## src/rtl/id_stage_pkg.sv

```systemverilog
// Shared definitions for the instruction decode stage: widths, RV32I opcode
// and funct3 encodings, instruction classes and the pipeline register layout.
package id_stage_pkg;

  localparam int DATA_WIDTH     = 32;
  localparam int REG_ADDR_WIDTH = 5;
  localparam int CSR_ADDR_WIDTH = 12;

  localparam logic [REG_ADDR_WIDTH-1:0] ZERO_REG     = '0;
  localparam logic                      WRITE_ENABLE = 1'b1;

  // Major opcodes (inst[6:0])
  localparam logic [6:0] OPC_OP     = 7'b0110011;
  localparam logic [6:0] OPC_OP_IMM = 7'b0010011;
  localparam logic [6:0] OPC_LOAD   = 7'b0000011;
  localparam logic [6:0] OPC_JALR   = 7'b1100111;
  localparam logic [6:0] OPC_SYSTEM = 7'b1110011;
  localparam logic [6:0] OPC_STORE  = 7'b0100011;
  localparam logic [6:0] OPC_BRANCH = 7'b1100011;
  localparam logic [6:0] OPC_LUI    = 7'b0110111;
  localparam logic [6:0] OPC_AUIPC  = 7'b0010111;
  localparam logic [6:0] OPC_JAL    = 7'b1101111;

  // SYSTEM funct3 encodings
  localparam logic [2:0] F3_PRIV   = 3'b000;
  localparam logic [2:0] F3_CSRRW  = 3'b001;
  localparam logic [2:0] F3_CSRRS  = 3'b010;
  localparam logic [2:0] F3_CSRRC  = 3'b011;
  localparam logic [2:0] F3_CSRRWI = 3'b101;
  localparam logic [2:0] F3_CSRRSI = 3'b110;
  localparam logic [2:0] F3_CSRRCI = 3'b111;

  typedef enum logic [2:0] {
    CLS_R,
    CLS_I,
    CLS_S,
    CLS_B,
    CLS_U,
    CLS_J,
    CLS_ILL
  } inst_class_e;

  // Payload carried in the ID/EX pipeline register
  typedef struct packed {
    logic [DATA_WIDTH-1:0]     pc;
    logic [DATA_WIDTH-1:0]     inst;
    logic [DATA_WIDTH-1:0]     imm;
    logic [DATA_WIDTH-1:0]     rs1_data;
    logic [DATA_WIDTH-1:0]     rs2_data;
    logic [DATA_WIDTH-1:0]     csr_rdata;
    logic [REG_ADDR_WIDTH-1:0] rd_addr;
    logic                      rd_we;
    logic [CSR_ADDR_WIDTH-1:0] csr_waddr;
    logic                      csr_we;
    logic                      illegal;
  } ex_payload_t;

  // Map a major opcode onto its immediate/format class
  function automatic inst_class_e classify(input logic [6:0] opcode);
    inst_class_e cls;
    case (opcode)
      OPC_OP:                                        cls = CLS_R;
      OPC_OP_IMM, OPC_LOAD, OPC_JALR, OPC_SYSTEM:    cls = CLS_I;
      OPC_STORE:                                     cls = CLS_S;
      OPC_BRANCH:                                    cls = CLS_B;
      OPC_LUI, OPC_AUIPC:                            cls = CLS_U;
      OPC_JAL:                                       cls = CLS_J;
      default:                                       cls = CLS_ILL;
    endcase
    return cls;
  endfunction

endpackage

```

## src/rtl/id_stage_imm_gen.sv

```systemverilog
// Combinational RV32I immediate generator: sign-extended immediate for the
// instruction's format class, zero for R-type and unrecognised opcodes.
module imm_gen
  import id_stage_pkg::*;
(
  input  logic [DATA_WIDTH-1:0] inst,
  output logic [DATA_WIDTH-1:0] imm
);

  inst_class_e cls;

  // Select the immediate layout from the opcode class
  always_comb begin
    cls = classify(inst[6:0]);
    imm = '0;
    case (cls)
      CLS_I:   imm = {{20{inst[31]}}, inst[31:20]};
      CLS_S:   imm = {{20{inst[31]}}, inst[31:25], inst[11:7]};
      CLS_B:   imm = {{19{inst[31]}}, inst[31], inst[7], inst[30:25], inst[11:8], 1'b0};
      CLS_U:   imm = {inst[31:12], 12'b0};
      CLS_J:   imm = {{11{inst[31]}}, inst[31], inst[19:12], inst[20], inst[30:21], 1'b0};
      default: imm = '0;
    endcase
  end

endmodule

```

## src/rtl/id_stage.sv

```systemverilog
// Instruction decode stage: decodes the fetched word, reads register/CSR
// operands, detects load-use hazards and holds the ID/EX pipeline register.
module id_stage
  import id_stage_pkg::*;
#(
  parameter logic [DATA_WIDTH-1:0] NOP_INST = 32'h00000013
) (
  input  logic                      clk,
  input  logic                      rst,
  input  logic                      if_valid,
  output logic                      if_ready,
  input  logic [DATA_WIDTH-1:0]     if_inst,
  input  logic [DATA_WIDTH-1:0]     if_pc,
  input  logic                      flush,
  output logic [REG_ADDR_WIDTH-1:0] rs1_raddr,
  output logic [REG_ADDR_WIDTH-1:0] rs2_raddr,
  output logic [CSR_ADDR_WIDTH-1:0] csr_raddr,
  input  logic [DATA_WIDTH-1:0]     rs1_rdata,
  input  logic [DATA_WIDTH-1:0]     rs2_rdata,
  input  logic [DATA_WIDTH-1:0]     csr_rdata,
  output logic                      ex_valid,
  input  logic                      ex_ready,
  output logic [DATA_WIDTH-1:0]     ex_pc,
  output logic [DATA_WIDTH-1:0]     ex_inst,
  output logic [DATA_WIDTH-1:0]     ex_imm,
  output logic [DATA_WIDTH-1:0]     ex_rs1_data,
  output logic [DATA_WIDTH-1:0]     ex_rs2_data,
  output logic [DATA_WIDTH-1:0]     ex_csr_rdata,
  output logic [REG_ADDR_WIDTH-1:0] ex_rd_addr,
  output logic                      ex_rd_we,
  output logic [CSR_ADDR_WIDTH-1:0] ex_csr_waddr,
  output logic                      ex_csr_we,
  output logic                      ex_illegal
);

  localparam ex_payload_t EX_RESET = '{inst: NOP_INST, default: '0};

  ex_payload_t                ex_q, ex_d, dec_payload;
  logic                       ex_valid_q, ex_valid_d;
  logic [DATA_WIDTH-1:0]      if_imm;
  inst_class_e                if_cls;
  logic [2:0]                 if_funct3;
  logic                       if_is_csr;
  logic                       if_rs1_used;
  logic                       if_rs2_used;
  logic                       hold;
  logic                       hazard;

  assign rs1_raddr = if_inst[19:15];
  assign rs2_raddr = if_inst[24:20];
  assign csr_raddr = if_inst[31:20];

  imm_gen u_imm_gen (
    .inst (if_inst),
    .imm  (if_imm)
  );

  // Decode the offered instruction into the payload it would load into ID/EX
  always_comb begin
    if_cls      = classify(if_inst[6:0]);
    if_funct3   = if_inst[14:12];
    if_is_csr   = (if_inst[6:0] == OPC_SYSTEM) && (if_funct3 != F3_PRIV);
    if_rs2_used = (if_cls == CLS_R) || (if_cls == CLS_S) || (if_cls == CLS_B);
    if_rs1_used = if_rs2_used
                || ((if_cls == CLS_I) && (if_inst[6:0] != OPC_SYSTEM))
                || (if_is_csr && !if_funct3[2]);

    dec_payload           = '0;
    dec_payload.pc        = if_pc;
    dec_payload.inst      = if_inst;
    dec_payload.imm       = if_imm;
    dec_payload.rs1_data  = rs1_rdata;
    dec_payload.rs2_data  = rs2_rdata;
    dec_payload.csr_rdata = csr_rdata;
    dec_payload.rd_addr   = if_inst[11:7];
    dec_payload.illegal   = (if_cls == CLS_ILL);
    if (((if_cls == CLS_R) || (if_cls == CLS_I) || (if_cls == CLS_U) || (if_cls == CLS_J))
        && (if_inst[11:7] != ZERO_REG)) begin
      dec_payload.rd_we = WRITE_ENABLE;
    end
    if (if_is_csr) begin
      dec_payload.csr_waddr = if_inst[31:20];
      // Set/clear with a zero source never write the CSR
      if (((if_funct3 == F3_CSRRS) || (if_funct3 == F3_CSRRC) ||
           (if_funct3 == F3_CSRRSI) || (if_funct3 == F3_CSRRCI))
          && (if_inst[19:15] == ZERO_REG)) begin
        dec_payload.csr_we = 1'b0;
      end else begin
        dec_payload.csr_we = WRITE_ENABLE;
      end
    end
  end

  // Stall conditions: downstream back-pressure and load-use dependency
  always_comb begin
    hold   = ex_valid_q && !ex_ready;
    hazard = ex_valid_q
          && (ex_q.inst[6:0] == OPC_LOAD)
          && (ex_q.rd_addr != ZERO_REG)
          && (((ex_q.rd_addr == rs1_raddr) && if_rs1_used)
           || ((ex_q.rd_addr == rs2_raddr) && if_rs2_used));
    if_ready = (!hold && !hazard) || flush;
  end

  // Next pipeline register contents: flush, then hold, then accept, else bubble
  always_comb begin
    ex_valid_d = ex_valid_q;
    ex_d       = ex_q;
    if (flush) begin
      ex_valid_d = 1'b0;
      ex_d.inst  = NOP_INST;
    end else if (hold) begin
      ex_valid_d = ex_valid_q;
      ex_d       = ex_q;
    end else if (if_valid && if_ready) begin
      ex_valid_d = 1'b1;
      ex_d       = dec_payload;
    end else begin
      ex_valid_d = 1'b0;
      ex_d.inst  = NOP_INST;
    end
  end

  // ID/EX pipeline register; reset drops any held instruction
  always_ff @(posedge clk or posedge rst) begin
    if (rst) begin
      ex_valid_q <= 1'b0;
      ex_q       <= EX_RESET;
    end else begin
      ex_valid_q <= ex_valid_d;
      ex_q       <= ex_d;
    end
  end

  assign ex_valid     = ex_valid_q;
  assign ex_pc        = ex_q.pc;
  assign ex_inst      = ex_q.inst;
  assign ex_imm       = ex_q.imm;
  assign ex_rs1_data  = ex_q.rs1_data;
  assign ex_rs2_data  = ex_q.rs2_data;
  assign ex_csr_rdata = ex_q.csr_rdata;
  assign ex_rd_addr   = ex_q.rd_addr;
  assign ex_rd_we     = ex_q.rd_we;
  assign ex_csr_waddr = ex_q.csr_waddr;
  assign ex_csr_we    = ex_q.csr_we;
  assign ex_illegal   = ex_q.illegal;

endmodule

```

## config.mk

```make
export PLATFORM = sky130hd
export DESIGN_NAME = id_stage
export DESIGN_NICKNAME = d
export VERILOG_FILES = /design/src/rtl/id_stage_pkg.sv /design/src/rtl/id_stage_imm_gen.sv /design/src/rtl/id_stage.sv
export SDC_FILE = /design/constraint.sdc
export NUM_CORES = 1
export LEC_CHECK = 0
export CORE_AREA = 10 10 152 154
export CTS_CLUSTER_SIZE = 40
export DETAILED_ROUTE_END_ITERATION = 7
export DIE_AREA = 0 0 162 164
export PLACE_DENSITY = 0.89
export SLEW_MARGIN = 20
export SYNTH_ARGS = -nofsm -noshare
export SYNTH_HDL_FRONTEND = slang
export SYNTH_SLANG_ARGS = --single-unit
export TNS_END_PERCENT = 1
```

## constraint.sdc

```tcl
create_clock -name clk -period 13.3 [get_ports clk]
set_clock_uncertainty 0.15 [all_clocks]
set_input_delay 3.99 -clock clk [delete_from_list [all_inputs] [get_ports clk]]
set_output_delay 3.99 -clock clk [all_outputs]
set_load 0.05 [all_outputs]
```

Word level (Yosys, flattened, before mapping)
Index checks and enable logic that the tools add are counted.
{"block": "totals", "regBits": 213, "input_bits": 165, "output_inout_bits": 236, "wordCells": 88}
{"block": "op_classes", "eq_ne": 25, "muxes": 12, "n_bitwise": 2, "n_reduce_logical": 37}
{"operator": "$mux 180", "n": 1}
{"operator": "$pmux 32 s5", "n": 1}
{"operator": "$mux 148", "n": 1}
{"operator": "$mux 32", "n": 2}
{"operator": "$eq 7x7->1 const B", "n": 4}
{"operator": "$eq 7x6->1 const B", "n": 3}
{"operator": "$pmux 3 s6", "n": 1}
{"operator": "$eq 3x3->1 const B", "n": 5}
{"operator": "$eq 7x2->1 const B", "n": 2}
{"operator": "$eq 7x5->1 const B", "n": 2}
{"operator": "$logic_and 1x1->1", "n": 13}
{"operator": "$mux 13", "n": 1}
{"operator": "$eq 3x2->1 const B", "n": 4}
{"operator": "$logic_or 1x1->1", "n": 12}
{"operator": "$eq 5x5->1", "n": 2}
{"operator": "$reduce_bool 5->1", "n": 2}
{"operator": "$ne 7x7->1 const B", "n": 1}
{"operator": "$logic_not 5->1", "n": 1}
{"operator": "$mux 1", "n": 5}
{"operator": "$logic_not 1->1", "n": 4}
{"operator": "$reduce_or 4->1", "n": 1}
{"operator": "$eq 3x1->1 const B", "n": 1}
{"operator": "$logic_not 3->1", "n": 1}
{"operator": "$reduce_and 3->1", "n": 1}
{"operator": "4 further kinds", "n": 5}

Logic depth before layout (Yosys ltp)
Gate-level depths: netlist (run 1).
{"block": "depth", "word_depth": 18, "mapped_depth": 13, "depth_no_buf": 10}

By module
A second synthesis (run 1) with hierarchy kept.
{"block": "unflattened", "cells_unflattened": 657, "hier_area_um2": 9610.5}
{"mod": "id_stage", "instances": 1, "cells_each": 552, "area_per_inst_um2": 9012.4}
{"mod": "imm_gen", "instances": 1, "cells_each": 105, "area_per_inst_um2": 598.1}

Least setup slack after synthesis (run 1)
Ideal clock, no wire load.
{"block": "synth_path", "kind": "input to output", "startpoint": "input if_inst[3]", "endpoint": "output if_ready", "arrival_time_ps": 6700, "slack_ps": 2460, "cell_stages": 10, "path_buffers": 0, "path_cell_list": "nand4bb_1 nor3b_1 inv_1 ha_1 nor2b_1 o21bai_1 a21oi_1 nor2_1 o21ai_0 a31oi_1"}
{"block": "synth_between", "elab_chain_cells": 14, "elab_cells_between_ends": 32, "cone_classes": "eq/ne (14); mux (1); reduce/logical (17)"}
{"element": "start: declaration", "line_no": "id_stage.sv:12", "text": "input logic [DATA_WIDTH-1:0] if_inst,"}
{"element": "$eq 7x7->1 (tied with other cells)", "line_no": "id_stage_pkg.sv:61, id_stage.sv:62"}
{"element": "$reduce_or 4->1 / $reduce_or 2->1 (equally long branches)", "line_no": "id_stage_pkg.sv:61", "text": "case (opcode)"}
{"element": "$pmux 3 s6", "line_no": "id_stage_pkg.sv:61"}
{"element": "$eq 3x2->1 / $logic_not 3->1 (equally long branches)", "line_no": "id_stage.sv:63", "text": "if_rs2_used = (if_cls == CLS_R) || (if_cls == CLS_S) || (if_cls == CLS_B);"}
{"element": "$logic_or 1x1->1 (2 in a row)", "line_no": "id_stage.sv:63"}
{"element": "$logic_or 1x1->1", "line_no": "id_stage.sv:65", "text": "|| ((if_cls == CLS_I) && (if_inst[6:0] != OPC_SYSTEM))"}
{"element": "$logic_or 1x1->1", "line_no": "id_stage.sv:66", "text": "|| (if_is_csr && !if_funct3[2]);"}
{"element": "$logic_and 1x1->1", "line_no": "id_stage.sv:100", "text": "&& (((ex_q.rd_addr == rs1_raddr) && if_rs1_used)"}
{"element": "$logic_or 1x1->1 *", "line_no": "id_stage.sv:101", "text": "|| ((ex_q.rd_addr == rs2_raddr) && if_rs2_used));"}
{"element": "$logic_and 1x1->1 *", "line_no": "id_stage.sv:100"}
{"element": "$logic_not 1->1 *", "line_no": "id_stage.sv:102", "text": "if_ready = (!hold && !hazard) || flush;"}
{"element": "$logic_and 1x1->1 *", "line_no": "id_stage.sv:102"}
{"element": "$logic_or 1x1->1 *", "line_no": "id_stage.sv:102"}
{"element": "end: declaration", "line_no": "id_stage.sv:11", "text": "output logic if_ready,"}
Mark *: on every way between the ends. The rest lies on a longest branch, timed or not.

Worst setup path in the final report (run 1)
{"block": "layout_path", "startpoint": "input if_inst[2]", "endpoint": "output if_ready"}
The elaborated chain is that of the path after synthesis.

==> metrics, run 1 <==
die span in y 164 um; CTS H-tree depth 1; Worst-path clk slew 0.05 ns; sw power 0.725 mW; Reg-to-Reg End ex_csr_rdata[23]; initial antenna violation count 0; Syn Inst Count 670; IO Pins 401; final period utilization 92.3%; Die Wd 162 um; Clock Sinks 213; post-synthesis area per instance 13.5 um2; 1st-iter DRT viols 407; internal power 1.35 mW; via total after detailed routing 6,936; max-slew violation count 0; Post-DP Area 0.0131 mm2; Hold/Removal Path Class register to register; final hold vios 0; post-synth top area cell dfrtp_1; min cycle time layout 12.28 ns; Reg2Reg Depth 7; M3 GR Usage 6.51%; CP Capture Type output pin; Lkg Pwr 5.74 nW; port bufs 400; nature of the critical path startpoint input port; Max FO, Critical Path 11; crit path DAT 8.14 ns; post-synth net total 836; RSZ-0062 raised after global routing false; Detail Route Antenna Nets 0; vias in the first global route 7,433; DR WL/cell 23.2 um; first-pass GRT wire length 45.6 mm; Primary FF master, synth dfrtp_1; Setup Fix Bufs, Post-CTS 0; endpoints failing setup 0; Comb pwr share 31.3%; crit path kind input port to output pin; Sw Share 34.9%; worst reg-to-reg setup slack 9.91 ns; pwr dens 150 mW/mm2; most frequent cell after synthesis dfrtp_1; # nets final 1,211; grt ovf 0; Post-synth EDFFs 0; core area 0.0200 mm2; Fmax achieved 81.4 MHz; CTS Buf Count 24; met1 Track Usage GR 25.9%; CP startpoint if_inst[2]; Pre-antenna DRT Iters 5; worst vdd ir 135 uV; Seq cells post-synth 213; setup_tns 0 ns; filler instances 1,400; Cell Rows 52; Critical R2R Launch ex_rd_addr[1]; Via density 5.20; synthesis warning total 0; # diodes 0; Detailed Route WL 30.9 mm; CTS tree done; sequential area share after synthesis 58.9%; design area 0.0139 mm2; Worst Setup EP if_ready; largest net degree at the start of global routing 134; dpl ws 1.14 ns; Syn Std Cell Area 0.00905 mm2; final core occ 69.1%; post-CTS resize count 0; clock root buffer clkbuf_16; MaxCap Viol Count 0; Worst Tran Pin Value 1.13 ns; Tot GR Track Use 22.1%; Clk pwr share 31.5%; post-route setup slack 1.02 ns; Worst-Skew Late Latency 0.51 ns; initial core utilization 45.2%; Max transition margin 24.2%; busiest layer in global routing met2; Synth-to-Final Area Change 53.0%; CTS Hold Bufs 0; Cell variety after synth 51; status completed; CTS Buffer Depth 3; share of the synthesized area in the top cell type 58.1%; met2 usage 38.0%; Post-synth top cells dfrtp_1, mux2_1, mux2_2; sequential share of power 37.2%; top cells by area, synth dfrtp_1, mux2_1, mux2_2; post-synthesis async set-or-reset flop share 100%; RePlAce Congestion 0.895; critical path data required time 9.16 ns; detailed-route DRC error count 0; dpl hpwl 23.2 mm; die area 0.0266 mm2; share of cells above drive strength 1 9.50%
-- critical path, stage by stage --
cell and delay [ns]:
clkdlybuf4s50_1 0.63, nand4bb_1 0.38, nor3b_1 0.55, inv_1 0.26, ha_1 0.36, nor2b_1 0.17
o21bai_1 0.20, a21oi_1 0.23, nor2_1 0.19, o21ai_0 0.12, a31oi_1 0.18, clkdlybuf4s50_1 0.86
-- sequential cells by signal, summed over array words and instances (netlist names) --
register / flops
ex_illegal: 1
ex_valid: 1
ex_inst: 32
ex_imm: 32
ex_csr_we: 1
ex_csr_waddr: 12
ex_csr_rdata: 32
ex_rd_we: 1
ex_rs1_data: 32
ex_rd_addr: 5
ex_rs2_data: 32
ex_pc: 32
-- metrics by stage --
stage / total power [mW] / cells / hold WS [ns]
detailed placement: 1.43 / 1289 / 0.324
global route: 2.15 / 1333 / 0.343
global placement: 1.42 / 1289 / 0.317
CTS: 2.10 / 1333 / 0.337
floorplan: 1.17 / 670 / 0.461
finish: 2.08 / 1333 / 0.333
-- cell families after synthesis --
group           share of synthesized area (%)
fa+ha+maj                               0.138
mux                                      22.1
compound gates                           6.58
flops                                    58.9
simple gates                             4.96
buf+inv                                  6.16
xor+xnor                                 1.16
-- worst min-delay path by stage --
stage / start / slack [ns] / cells past startpoint / endpoint
after global placement: ex_rs2_data[15] / 0.32 / 1 / ex_rs2_data[15]
final: ex_imm[18] / 0.33 / 1 / ex_imm[18]
after global routing: ex_csr_rdata[7] / 0.34 / 1 / ex_csr_rdata[7]
after detailed placement: ex_rs2_data[17] / 0.32 / 1 / ex_rs2_data[17]
after floorplan: ex_inst[4] / 0.46 / 2 / ex_inst[4]
after CTS: ex_imm[18] / 0.34 / 1 / ex_imm[18]
-- cells in the final DEF, fill, tap and decap left out, types with 4 or more instances in the layout --
| master | Yosys | layout |
|---|---|---|
| a21oi_1 | 14 | 14 |
| a22o_1 | 29 | 29 |
| a2bb2oi_1 | 4 | 4 |
| a31oi_1 | 13 | 13 |
| buf_4 | 29 | 6 |
| clkbuf_1 | 11 | 5 |
| clkbuf_16 | 0 | 25 |
| clkbuf_8 | 0 | 5 |
| clkdlybuf4s50_1 | 0 | 400 |
| clkinv_2 | 0 | 5 |
| dfrtp_1 | 210 | 210 |
| inv_1 | 39 | 38 |
| mux2_1 | 106 | 106 |
| mux2_2 | 43 | 43 |
| mux2i_1 | 32 | 32 |
| nand2_1 | 33 | 33 |
| nand3_1 | 5 | 5 |
| nor2_1 | 17 | 16 |
| nor3_1 | 7 | 6 |
| xnor2_1 | 6 | 6 |
| xor2_1 | 6 | 6 |
-- metal layers --
metal / vias to the layer above / wire length [um]
li1: 3093 / -
met1: 3481 / 11600
met2: 314 / 15800
met3: 48 / 2600
met4: 0 / 898
met5: - / 0
-- power groups by stage --
stage | Sequential, mW | Combinational, mW | Clock [mW]
final | 0.772 | 0.650 | 0.655
after global placement | 0.776 | 0.646 | 0
after global routing | 0.781 | 0.675 | 0.691
after CTS | 0.772 | 0.656 | 0.669
after floorplan | 1.05 | 0.124 | 0
after detailed placement | 0.781 | 0.652 | 0
-- final cells by class --
class	count	area, um2	area share [%]
multi-input combinational	360	3180	22.9
inverter	39	154	1.11
tap	270	338	2.44
timing repair buffer	407	4060	29.3
sequential	213	5330	38.5
clock inverter	9	77.6	0.560
clock buffer	35	713	5.15
(Power assumes the default switching activity.)
==> run 2, diff against run 1 <==
--- a/config.mk
+++ b/config.mk
@@ -9,6 +9,7 @@
 export CTS_CLUSTER_SIZE = 40
 export DETAILED_ROUTE_END_ITERATION = 7
 export DIE_AREA = 0 0 162 164
+export MAX_ROUTING_LAYER = met4
 export PLACE_DENSITY = 0.89
 export SLEW_MARGIN = 20
 export SYNTH_ARGS = -nofsm -noshare
==> run 2 against run 1 <==
Total power rose by 0.62%. Hold slack got worse by 0.00090 ns. Design area increased by 0.33%. Global-route usage rose by 1.4 points. First-iteration DRC count is 14% lower. Register-to-register slack got worse by 0.64 ns. Utilization up 0.22 points. Die area unchanged. Clock power is 1% higher. Fmax is essentially flat. Final cell count up 0.23%. Largest cell class unchanged. Largest power group unchanged.
==> metrics, run 2 (same netlist as run 1, synthesis figures left out) <==
DR WL/cell 23.6 um; MaxCap Viol Count 0; Cell Rows 52; Max FO, Critical Path 11; Max transition margin 31.4%; CTS Hold Bufs 0; CP Capture Type output pin; pwr dens 150 mW/mm2; clock root buffer clkbuf_16; Clock Sinks 213; dpl ws 1.10 ns; CTS Buf Count 24; largest net degree at the start of global routing 136; highest-count cells in the layout ignoring fill and taps clkdlybuf4s50_1, dfrtp_1, mux2_1, mux2_2, inv_1; nature of the critical path startpoint input port; detailed-route DRC error count 0; CTS Buffer Depth 3; CTS H-tree depth 1; initial antenna violation count 1; Fmax achieved 81.5 MHz; hold path start ex_imm[18]; die area 0.0266 mm2; Worst-path clk slew 0.06 ns; Worst-Skew Late Latency 0.51 ns; Setup Fix Bufs, Post-CTS 0; Tot GR Track Use 23.4%; dpl hpwl 23.7 mm; IO Pins 401; worst reg-to-reg setup slack 9.27 ns; Via density 5.19; final hold vios 0; endpoints failing setup 0; Die Wd 162 um; Worst Tran Pin Value 1.03 ns; # nets final 1,213; setup_tns 0 ns; Detailed Route WL 31.5 mm; port bufs 400; Pre-antenna DRT Iters 4; die span in y 164 um; share of cells above drive strength 1 9.77%; critical path data required time 9.16 ns; first-pass GRT wire length 47.1 mm; Synth-to-Final Area Change 53.5%; Hold/Removal Path Class register to register; vias in the first global route 7,651; RePlAce Congestion 0.890; via total after detailed routing 6,930; grt ovf 0; CP startpoint if_inst[2]; Lkg Pwr 5.77 nW; core area 0.0200 mm2; crit path kind input port to output pin; Detail Route Antenna Nets 0; CTS tree done; commonest non-fill, non-tap cell in the layout clkdlybuf4s50_1; 1st-iter DRT viols 348; crit path DAT 8.13 ns; initial core utilization 45.2%; post-CTS resize count 0; final period utilization 92.3%; min cycle time layout 12.27 ns; post-route setup slack 1.03 ns; Critical R2R Launch ex_rd_addr[1]; status completed; max-slew violation count 0; RSZ-0062 raised after global routing false; worst vdd ir 128 uV
[run 2: cell count changes in the layout (fill, tap and decap cells not counted), sizes merged]
cell      change
diode         +1
clkinv        +4
clkbuf        -3
buf           +2
clkinvlp      -2
bufinv        +1
[run 2: final timing paths]
path,cells after the start,end
worst max-delay path,12,if_ready
worst min-delay path,1,ex_imm[18]
worst max register to register,9,ex_rs2_data[10]
worst min register to register,1,ex_imm[18]
max in group asynchronous,4,ex_rs1_data[12]
min in group asynchronous,2,ex_rs2_data[9]
[run 2: critical path: stages]
cell and delay, ns:
clkdlybuf4s50_1 0.62, nand4bb_1 0.38, nor3b_1 0.57, inv_1 0.27, ha_1 0.36, nor2b_1 0.16, o21bai_1 0.17, a21oi_1 0.23
nor2_1 0.20, o21ai_0 0.13, a31oi_1 0.19, clkdlybuf4s50_1 0.86
[run 2: routing by layer]
metal	vias to the layer above	track usage, %	wire [um]
met3	65	6.01	2400
met2	302	39.8	16200
li1	3095	-	-
met4	0	7.44	1020
met5	-	-	0
met1	3468	26.7	11900
[run 2: final cells by class]
class / instances / area (um2)
antenna: 1 / 2.50
clock buffer: 32 / 672
clock inverter: 12 / 113
fill: 1416 / 6140
inverter: 39 / 154
multi-input combinational: 360 / 3180
sequential: 213 / 5330
tap: 270 / 338
timing repair buffer: 409 / 4100
[run 2: per-stage QoR]
step                power (mW)  hold WS, ns  util (%)  instance area, um2  std cells
detailed placement        1.44        0.324      65.2               13100       1289
floorplan                 1.17        0.461         -                9050        670
finish                    2.09        0.332      69.3               13900       1336
global route              2.16        0.341      69.3               13900       1336
global placement          1.42        0.316      65.2               13100       1289
CTS                       2.11        0.337      69.1               13800       1333
[run 2: where the power goes]
group          total [mW]  internal [mW]  leakage, nW  switching [mW]
clock               0.662          0.393        0.392           0.269
sequential          0.773          0.725         2.65          0.0475
combinational       0.654          0.236         2.73           0.418
